## src/rtl/mips_pkg.sv

```systemverilog
// Shared datapath widths and the write-port arbiter state type.
package mips_pkg;

   localparam int SIZE       = 32;
   localparam int REG_ADDR_W = 5;

   typedef enum logic [1:0] {
      IDLE  = 2'd0,
      PEND  = 2'd1,
      FORCE = 2'd2
   } wb_state_t;

endpackage

```

## src/rtl/wb_result_fifo.sv

```systemverilog
// Small FIFO of MDU results with per-entry live bits, WAW cancel and
// source-register match outputs for the ID-stage interlock.
module wb_result_fifo
   import mips_pkg::*;
#(
   parameter int DEPTH = 2
) (
   input  logic                   clk,
   input  logic                   rst_n,
   input  logic                   push,
   input  logic [REG_ADDR_W-1:0]  pushRd,
   input  logic [SIZE-1:0]        pushData,
   input  logic                   pop,
   input  logic                   cancelEn,
   input  logic [REG_ADDR_W-1:0]  cancelRd,
   input  logic [REG_ADDR_W-1:0]  rsAddr,
   input  logic [REG_ADDR_W-1:0]  rtAddr,
   output logic                   full,
   output logic                   empty,
   output logic [$clog2(DEPTH):0] count,
   output logic                   headLive,
   output logic [REG_ADDR_W-1:0]  headRd,
   output logic [SIZE-1:0]        headData,
   output logic                   rsMatch,
   output logic                   rtMatch
);

   localparam int PTR_W = $clog2(DEPTH);
   localparam int CNT_W = PTR_W + 1;

   logic [REG_ADDR_W-1:0] rdMem   [DEPTH];
   logic [SIZE-1:0]       dataMem [DEPTH];
   logic [DEPTH-1:0]      live;
   logic [DEPTH-1:0]      liveNext;
   logic [PTR_W-1:0]      wrPtr;
   logic [PTR_W-1:0]      rdPtr;
   logic [CNT_W-1:0]      cnt;

   assign full     = (cnt == CNT_W'(DEPTH));
   assign empty    = (cnt == '0);
   assign count    = cnt;
   assign headLive = live[rdPtr];
   assign headRd   = rdMem[rdPtr];
   assign headData = dataMem[rdPtr];

   // Cancel and pop clear first; a same-cycle push is younger and stays live.
   always_comb begin
      liveNext = live;
      for (int i = 0; i < DEPTH; i++) begin
         if (cancelEn && live[i] && (rdMem[i] == cancelRd)) begin
            liveNext[i] = 1'b0;
         end
      end
      if (pop) begin
         liveNext[rdPtr] = 1'b0;
      end
      if (push) begin
         liveNext[wrPtr] = 1'b1;
      end
   end

   always_comb begin
      rsMatch = 1'b0;
      rtMatch = 1'b0;
      for (int i = 0; i < DEPTH; i++) begin
         if (live[i] && (rdMem[i] == rsAddr) && (rsAddr != '0)) begin
            rsMatch = 1'b1;
         end
         if (live[i] && (rdMem[i] == rtAddr) && (rtAddr != '0)) begin
            rtMatch = 1'b1;
         end
      end
   end

   always_ff @(posedge clk or negedge rst_n) begin
      if (!rst_n) begin
         wrPtr <= '0;
         rdPtr <= '0;
         cnt   <= '0;
         live  <= '0;
         for (int i = 0; i < DEPTH; i++) begin
            rdMem[i]   <= '0;
            dataMem[i] <= '0;
         end
      end else begin
         live <= liveNext;
         if (push) begin
            rdMem[wrPtr]   <= pushRd;
            dataMem[wrPtr] <= pushData;
            wrPtr          <= wrPtr + PTR_W'(1);
         end
         if (pop) begin
            rdPtr <= rdPtr + PTR_W'(1);
         end
         cnt <= cnt + CNT_W'(push) - CNT_W'(pop);
      end
   end

endmodule

```

## src/rtl/wb_port_arbiter.sv

```systemverilog
// Register-file write port shared by the WB stage (priority) and queued MDU
// results; a head that waits MAX_WAIT cycles forces a one-cycle pipeline stall.
module wb_port_arbiter
   import mips_pkg::*;
#(
   parameter int DEPTH    = 2,
   parameter int MAX_WAIT = 4
) (
   input  logic                  clk,
   input  logic                  rst_n,
   input  logic                  wb_valid,
   input  logic                  wb_reg_write,
   input  logic                  wb_mem_to_reg,
   input  logic [SIZE-1:0]       wb_read_data,
   input  logic [SIZE-1:0]       wb_alu_result,
   input  logic [REG_ADDR_W-1:0] wb_rd,
   input  logic                  mdu_valid,
   output logic                  mdu_ready,
   input  logic [REG_ADDR_W-1:0] mdu_rd,
   input  logic [SIZE-1:0]       mdu_data,
   input  logic [REG_ADDR_W-1:0] rs_addr,
   input  logic [REG_ADDR_W-1:0] rt_addr,
   output logic                  rs_pending,
   output logic                  rt_pending,
   output logic                  rf_we,
   output logic [REG_ADDR_W-1:0] rf_waddr,
   output logic [SIZE-1:0]       rf_wdata,
   output logic                  stall_pipe,
   output wb_state_t             dbgState
);

   localparam int CNT_W = $clog2(DEPTH) + 1;
   localparam int AGE_W = (MAX_WAIT > 1) ? $clog2(MAX_WAIT) : 1;
   localparam logic [AGE_W-1:0] AGE_LIMIT = AGE_W'(MAX_WAIT - 1);

   logic                  pipeWr;
   logic                  push;
   logic                  pop;
   logic                  full;
   logic                  empty;
   logic [CNT_W-1:0]      count;
   logic [CNT_W-1:0]      countAfter;
   logic                  headLive;
   logic [REG_ADDR_W-1:0] headRd;
   logic [SIZE-1:0]       headData;
   wb_state_t             state;
   wb_state_t             stateNext;
   logic [AGE_W-1:0]      age;
   logic [AGE_W-1:0]      ageNext;

   // MDU handshake: a result transfers on any cycle with mdu_valid and
   // mdu_ready both high; mdu_ready depends only on occupancy, never on pop.
   assign mdu_ready  = !full;
   assign push       = mdu_valid && !full;
   assign pipeWr     = wb_valid && wb_reg_write && (wb_rd != '0) && !stall_pipe;
   assign pop        = !pipeWr && !empty;
   assign countAfter = count + CNT_W'(push) - CNT_W'(pop);
   assign dbgState   = state;

   wb_result_fifo #(
      .DEPTH (DEPTH)
   ) u_fifo (
      .clk      (clk),
      .rst_n    (rst_n),
      .push     (push),
      .pushRd   (mdu_rd),
      .pushData (mdu_data),
      .pop      (pop),
      .cancelEn (pipeWr),
      .cancelRd (wb_rd),
      .rsAddr   (rs_addr),
      .rtAddr   (rt_addr),
      .full     (full),
      .empty    (empty),
      .count    (count),
      .headLive (headLive),
      .headRd   (headRd),
      .headData (headData),
      .rsMatch  (rs_pending),
      .rtMatch  (rt_pending)
   );

   always_comb begin
      rf_we    = 1'b0;
      rf_waddr = '0;
      rf_wdata = '0;
      if (pipeWr) begin
         rf_we    = 1'b1;
         rf_waddr = wb_rd;
         rf_wdata = wb_mem_to_reg ? wb_read_data : wb_alu_result;
      end else if (pop) begin
         rf_we    = headLive && (headRd != '0);
         rf_waddr = headRd;
         rf_wdata = headData;
      end
      if (!rst_n) begin
         rf_we = 1'b0;
      end
   end

   // age counts cycles the head sits unpopped; FORCE always pops because WB is blocked.
   always_comb begin
      stateNext = state;
      ageNext   = age;
      case (state)
         IDLE: begin
            if (push) begin
               stateNext = PEND;
               ageNext   = '0;
            end
         end
         PEND: begin
            if (pop) begin
               ageNext = '0;
               if (countAfter == '0) begin
                  stateNext = IDLE;
               end
            end else if (age == AGE_LIMIT) begin
               stateNext = FORCE;
               ageNext   = '0;
            end else begin
               ageNext = age + AGE_W'(1);
            end
         end
         FORCE: begin
            ageNext   = '0;
            stateNext = (countAfter == '0) ? IDLE : PEND;
         end
         default: begin
            stateNext = IDLE;
            ageNext   = '0;
         end
      endcase
   end

   always_ff @(posedge clk or negedge rst_n) begin
      if (!rst_n) begin
         state      <= IDLE;
         age        <= '0;
         stall_pipe <= 1'b0;
      end else begin
         state      <= stateNext;
         age        <= ageNext;
         stall_pipe <= (stateNext == FORCE);
      end
   end

endmodule

```

## config.mk

```make
export PLATFORM = sky130hd
export DESIGN_NAME = wb_port_arbiter
export DESIGN_NICKNAME = d
export VERILOG_FILES = /design/src/rtl/mips_pkg.sv /design/src/rtl/wb_result_fifo.sv /design/src/rtl/wb_port_arbiter.sv
export SDC_FILE = /design/constraint.sdc
export NUM_CORES = 1
export LEC_CHECK = 0
export ABC_AREA = 1
export CAP_MARGIN = 20
export CORE_MARGIN = 10
export CORE_UTILIZATION = 42
export DETAILED_ROUTE_END_ITERATION = 7
export GPL_TIMING_DRIVEN = 0
export PLACE_DENSITY = 0.85
export SLEW_MARGIN = 30
export SYNTH_ARGS = -nofsm -noshare
export SYNTH_HDL_FRONTEND = slang
export SYNTH_SLANG_ARGS = --single-unit
```

## constraint.sdc

```tcl
create_clock -name clk -period 1.7 [get_ports clk]
set_input_delay 0.17 -clock clk [delete_from_list [all_inputs] [get_ports clk]]
set_output_delay 0.17 -clock clk [all_outputs]
set_load 0.005 [all_outputs]
```

-- Word-level counts from Yosys, hierarchy flattened
Cells that the tools add are included.
- order comparisons: 7
- reduce and logical (&&, ||, !) cells: 32
- add/subtract/negate cells: 5
- bitwise logic cells: 5
- equal/unequal tests: 12
- multiplexer cells: 44
- operators by type and width (kind ; number):
    two-way mux 32 bit ; 7
    bitwise mux 64 bit ; 1
    demux 32 bit (select 1 bit) ; 1
    equality test 5 bit ; 6
    two-way mux 5 bit ; 6
    logical AND 1 bit ; 21
    nonzero test 5 bit ; 4
    two-way mux 2 bit ; 9
    two-way mux 1 bit ; 14
    bitwise mux 10 bit ; 1
    equality test 2 bit, second input constant ; 4
    zero test 2 bit ; 3
    one-hot mux 2 bit (3 select lines) ; 1
    demux 5 bit (select 1 bit) ; 1
    greater-or-equal comparator 2 bit, second input constant ; 2
    zero test 1 bit ; 4
    < comparator 1 x 2 -> 1 bit, second input constant ; 2
    inverter 1 -> 2 bit ; 2
    one-hot mux 2 bit (2 select lines) ; 1
    adder 1 bit, second input constant ; 2
    adder 2 x 1 -> 2 bit ; 1
    adder 2 x 1 -> 2 bit, second input constant ; 1
    AND 2 bit ; 1
    demux 1 bit (select 1 bit) ; 2
    other kinds (7) ; 8
- input port bits: 122
- bits in registers: 85

-- Longest topological paths before layout
- depth in word-level cells: 11
- mapped depth: 13

-- Cells and area by module
From an unflattened synthesis, not the netlist that was laid out.
- cells, all modules: 779
- area total of the unflattened synthesis: 5217.5 sq um
- modules (own cells, without submodules) (module ; seq. area each (sq um) ; cells an instance ; instances ; area an instance (sq um)):
    wb_result_fifo ; 2001.9 ; 540 ; 1 ; 4015.1
    wb_port_arbiter ; 125.1 ; 239 ; 1 ; 1202.4

-- Worst setup path before layout
OpenSTA, ideal clock, no wires.
- path type: flip-flop to flip-flop
- start point: register stall_pipe
- end point: register state[0] (netlist: dbgState[0])
- stages on the path, launching flop included: 12
- period minus slack after synthesis: 1.848 ns
- setup time: 0.125 ns
- setup slack: -0.148 ns
- path buffers: 1
- arrival: 1.723 ns
- path through: dfrtp_1 > inv_1 > nand2_1 > nor2_2 > a21oi_1 > buf_4 > ha_1 > inv_1 > ha_1 > nand3b_1 > nand3_1 > nand3_1
- longest elaborated chain between the ends: 9
- elaborated cells on any way between the ends: 10
- classes of those cells: 1 x add/sub; 4 x mux; 5 x reduce/logical
- RTL lines (item ; RTL line ; RTL):
    start, declared ; wb_port_arbiter.sv:28 ; output logic stall_pipe,
    start signal, assigned ; wb_port_arbiter.sv:144 ; stall_pipe <= (stateNext == FORCE);
    zero test 1 bit (*) ; wb_port_arbiter.sv:55 ; assign pipeWr = wb_valid && wb_reg_write && (wb_rd != '0) && !stall_pipe;
    logical AND 1 bit (*) ; wb_port_arbiter.sv:55 ;
    zero test 1 bit (*) ; wb_port_arbiter.sv:56 ; assign pop = !pipeWr && !empty;
    logical AND 1 bit (*) ; wb_port_arbiter.sv:56 ;
    named net pop ; wb_port_arbiter.sv:38 ; logic pop;
    subtractor 2 x 1 -> 2 bit (*) ; wb_port_arbiter.sv:57 ; assign countAfter = count + CNT_W'(push) - CNT_W'(pop);
    named net countAfter[0] ; wb_port_arbiter.sv:42 ; logic [CNT_W-1:0] countAfter;
    zero test 2 bit (*) ; wb_port_arbiter.sv:115, wb_port_arbiter.sv:127 ;
    two-way mux 2 bit ; wb_port_arbiter.sv:115 ; if (countAfter == '0) begin
    two-way mux 2 bit ; wb_port_arbiter.sv:113 ; if (pop) begin
    one-hot mux 2 bit (3 select lines) (*) ; wb_port_arbiter.sv:105 ; case (state)
    named net stateNext[0] ; wb_port_arbiter.sv:47 ; wb_state_t stateNext;
    end signal, assigned ; wb_port_arbiter.sv:142 ; state <= stateNext;
    end, declared ; wb_port_arbiter.sv:46 ; wb_state_t state;
The timed path passes the listed nets; every way through them passes the cells marked *.
A chain may end at the register's enable or synchronous reset.

-- Worst setup path after layout
- start point: register stall_pipe
- end point: output rf_wdata[2]
- longest elaborated chain between the ends: 6
- RTL lines (item ; RTL line ; RTL):
    zero test 1 bit (*) ; wb_port_arbiter.sv:55 ;
    logical AND 1 bit (*) ; wb_port_arbiter.sv:55 ;
    zero test 1 bit ; wb_port_arbiter.sv:56 ;
    logical AND 1 bit ; wb_port_arbiter.sv:56 ;
    two-way mux 32 bit ; wb_port_arbiter.sv:91 ; end else if (pop) begin
    two-way mux 32 bit (*) ; wb_port_arbiter.sv:87 ; if (pipeWr) begin
    end, declared ; wb_port_arbiter.sv:27 ; output logic [SIZE-1:0] rf_wdata,
Every way passes the cells marked *; elsewhere a longest branch is shown, timed or not.

==> impl_metrics.json <==
{
  "outcome": "complete, but fails checks",
  "violations": "hold timing, setup timing",
  "ctsRootBufferMaster": "clkbuf_16",
  "timing.rr.end": "dbgState[0]",
  "cts.sinks": 85,
  "first_global_vias": 5580,
  "std_cell_rows": 39,
  "crit_path_max_fanout": 7,
  "crit_family": "simple AND/OR/NAND/NOR gates",
  "routabilityCongestion": 0.9047,
  "first_pass_iters": 5,
  "rsz0062_at_grt": "yes",
  "maxCapViolCount": 0,
  "grt_max_degree": 73,
  "hpwl_um": 12760,
  "slowest_stage": "dfrtp_1",
  "layout-drive-gt1-share_pct": 28.15,
  "path_buf_inv": 4,
  "setup_viol": 39,
  "power_density_mw_per_mm2": 1617,
  "fin_skew_ns": 0.005825,
  "area_growth_syn_to_layout_pct": 63.07,
  "ys_seq_area_share_pct": 42.19,
  "worst_pin_slew_ns": 0.7339,
  "period_share_pct": 120.8,
  "yosys_warnings": 0,
  "clock_path_buffers": 2,
  "most-common-layout-cells": "nand2_1 (184), clkdlybuf4s50_1 (118), inv_1 (91)",
  "synth_top_area_share_pct": 42.19,
  "regToRegSetupSlack_ns": -0.30,
  "clkLatencyLatePin_ns": 0.34,
  "fin_nets": 1041,
  "hold_viol_final": 69,
  "cts-buffers-inserted": 9,
  "die-width_um": 129.6,
  "yosysUniqueCellTypes": 32,
  "netlist_top_cells_area": "dfrtp_1 (42%), nand2_1 (17%), inv_1 (7.5%)",
  "final_common_cell": "nand2_1",
  "report.final.slew_viol_count": 0,
  "fmax_mhz": 487.0,
  "core-area_mm2": 0.01156,
  "grtUsageTotal_pct": 21.31,
  "vias_per_cell": 5.262,
  "die_h_um": 129.6,
  "syn_area_per_cell_um2": 7.317,
  "ios": 166,
  "synth_area_mm2": 0.005041,
  "antenna_left": 0,
  "yosysTopAreaCell": "dfrtp_1",
  "r2r_cells": 12,
  "slew_headroom_pct": 50.91,
  "routed_wl_um": 19020,
  "synthesis.nets": 814,
  "grt_pass1_wl_um": 28540,
  "cts_tree": "done",
  "drt_iter0_drc": 446,
  "grt_overflow": 0,
  "power_w": 0.01329,
  "io_buffers": 164,
  "timing.final.crit_period_ns": 2.054,
  "h-tree-depth": 3,
  "vias": 5599,
  "worstPathRequired_ns": 1.53,
  "hold_path_class": "in -> async",
  "critPathKind": "reg -> out",
  "routedWlPerCell_um": 17.88,
  "synth_seq_cells": 85,
  "fin_setup_tns_ns": -11.22,
  "r2r-start": "stall_pipe",
  "start_util_pct": 43.59,
  "dieArea_mm2": 0.01678,
  "layout_setup_ws_ns": -0.3535,
  "crit_path_start_kind": "flip-flop",
  "cpPeakStageDelay_ns": 0.39,
  "cts.clk_slew.worst_paths_ns": 0.06,
  "cp.arrival_ns": 1.88,
  "cp-end-kind": "primary output",
  "peakVddDrop_uv": 876.9,
  "antenna_found_initial": 1,
  "syn_inst": 689,
  "drc": 0,
  "leakage_nw": 4.277,
  "path_cells": "inv_2 > nand2_2 > nor2_4 > nand2_8 > nand2_8 > buf_12 > nor2_8 > buf_8 > nand2_2 > nand3_2 > buf_6",
  "hold_ws_ns": -0.3534
}
-- sequential cells by signal, summed over array words and instances (netlist names) --
signal,cells
u_fifo.dataMem,64
u_fifo.rdMem,10
age,2
dbgState,2
u_fifo.count,2
u_fifo.live,2
stall_pipe,1
u_fifo.rdPtr,1
u_fifo.wrPtr,1
-- Yosys cell counts, drive strengths merged --
cell and n:
or2 1, xor2 5, clkbuf 11, o211ai 31
nand2 235, ha 3, nor3 3, a22o 1
dfrtp 85, nand4 10, o22ai 12, nor2 29
mux2 1, buf 24, a21oi 5, nand3b 1
o21ai 84, nand3 43, inv 104, xnor2 1
-- per-stage QoR --
stage | util, % | setup slack (ns) | area (um2) | instances
6_report | 71.08 | -0.3535 | 8220 | 1064
5_1_grt | 71.08 | -0.4027 | 8220 | 1064
4_1_cts | 65.51 | -0.3000 | 7576 | 1050
3_5_place_dp | 59.93 | -0.7830 | 6930 | 997
3_3_place_gp | 59.68 | -2.718 | 6902 | 996
2_1_floorplan | - | -0.06877 | 5081 | 689
-- worst max path at each step --
stage | start | end | slack (ns) | depth (start not counted)
6_report | stall_pipe | rf_wdata[2] | -0.35 | 11
5_1_grt | stall_pipe | rf_wdata[8] | -0.40 | 12
4_1_cts | stall_pipe | rf_wdata[8] | -0.30 | 12
3_5_place_dp | wb_rd[3] | rf_wdata[19] | -0.78 | 9
3_3_place_gp | rst_n | rf_we | -2.72 | 4
2_1_floorplan | stall_pipe | dbgState[0] | -0.07 | 11
-- area by class of cell --
class | count | area (um2)
antenna | 1 | 2.502
tap | 143 | 178.9
sequential | 85 | 2141
fill | 865 | 3344
multi-input combinational | 465 | 2733
inverter | 104 | 397.9
buffer | 34 | 300.3
clock inverter | 4 | 95.09
clock buffer | 11 | 252.7
timing repair buffer | 217 | 2120
-- logic make-up (layout without fill, tap and decap cells) --
group | count (synthesis) | after routing | share of synthesized area [%]
multiplexers | 1 | 1 | 0.2234
adder cells (fa/ha/maj) | 3 | 3 | 0.7447
AO/OA/AOI/OAI | 133 | 133 | 15.86
XOR/XNOR | 6 | 6 | 1.042
flip-flops | 85 | 85 | 42.19
other | 0 | 1 | 0
AND/OR/NAND/NOR | 322 | 322 | 27.30
buffers and inverters | 139 | 370 | 12.63
-- worst reg2reg max path: cells and delay by family, from the launching register on --
| family | cells | cell delay, ns |
|---|---|---|
| compound gates | 1 | 0.05 |
| fa+ha+maj | 2 | 0.50 |
| buf+inv | 4 | 0.37 |
| flops | 1 | 0.39 |
| simple gates | 5 | 0.58 |
-- where the power goes --
group / leakage [nW] / internal (W) / total [W] / switching (W)
sequential: 1.04 / 0.00300 / 0.00386 / 0.000852
clock: 0.172 / 0.00150 / 0.00228 / 0.000773
combinational: 3.06 / 0.00348 / 0.00716 / 0.00368
-- routing by layer --
layer / up-vias / wire length (um) / track usage (%)
met5: - / 0 / 0
met4: 0 / 644 / 7.937
met3: 53 / 1423 / 6.077
met2: 247 / 9575 / 37.29
met1: 2638 / 7381 / 24.26
li1: 2661 / - / -
-- repair_timing --
action / CTS / global route
resized for setup: 221 / 128
pin swaps: 10 / 29
endpoints found under the setup margin: 41 / 42
gates cloned: 3 / 3
hold endpoints to repair: 85 / 30
buffers inserted: 36 / 9
Note: power is estimated with default switching activity, not from simulation.
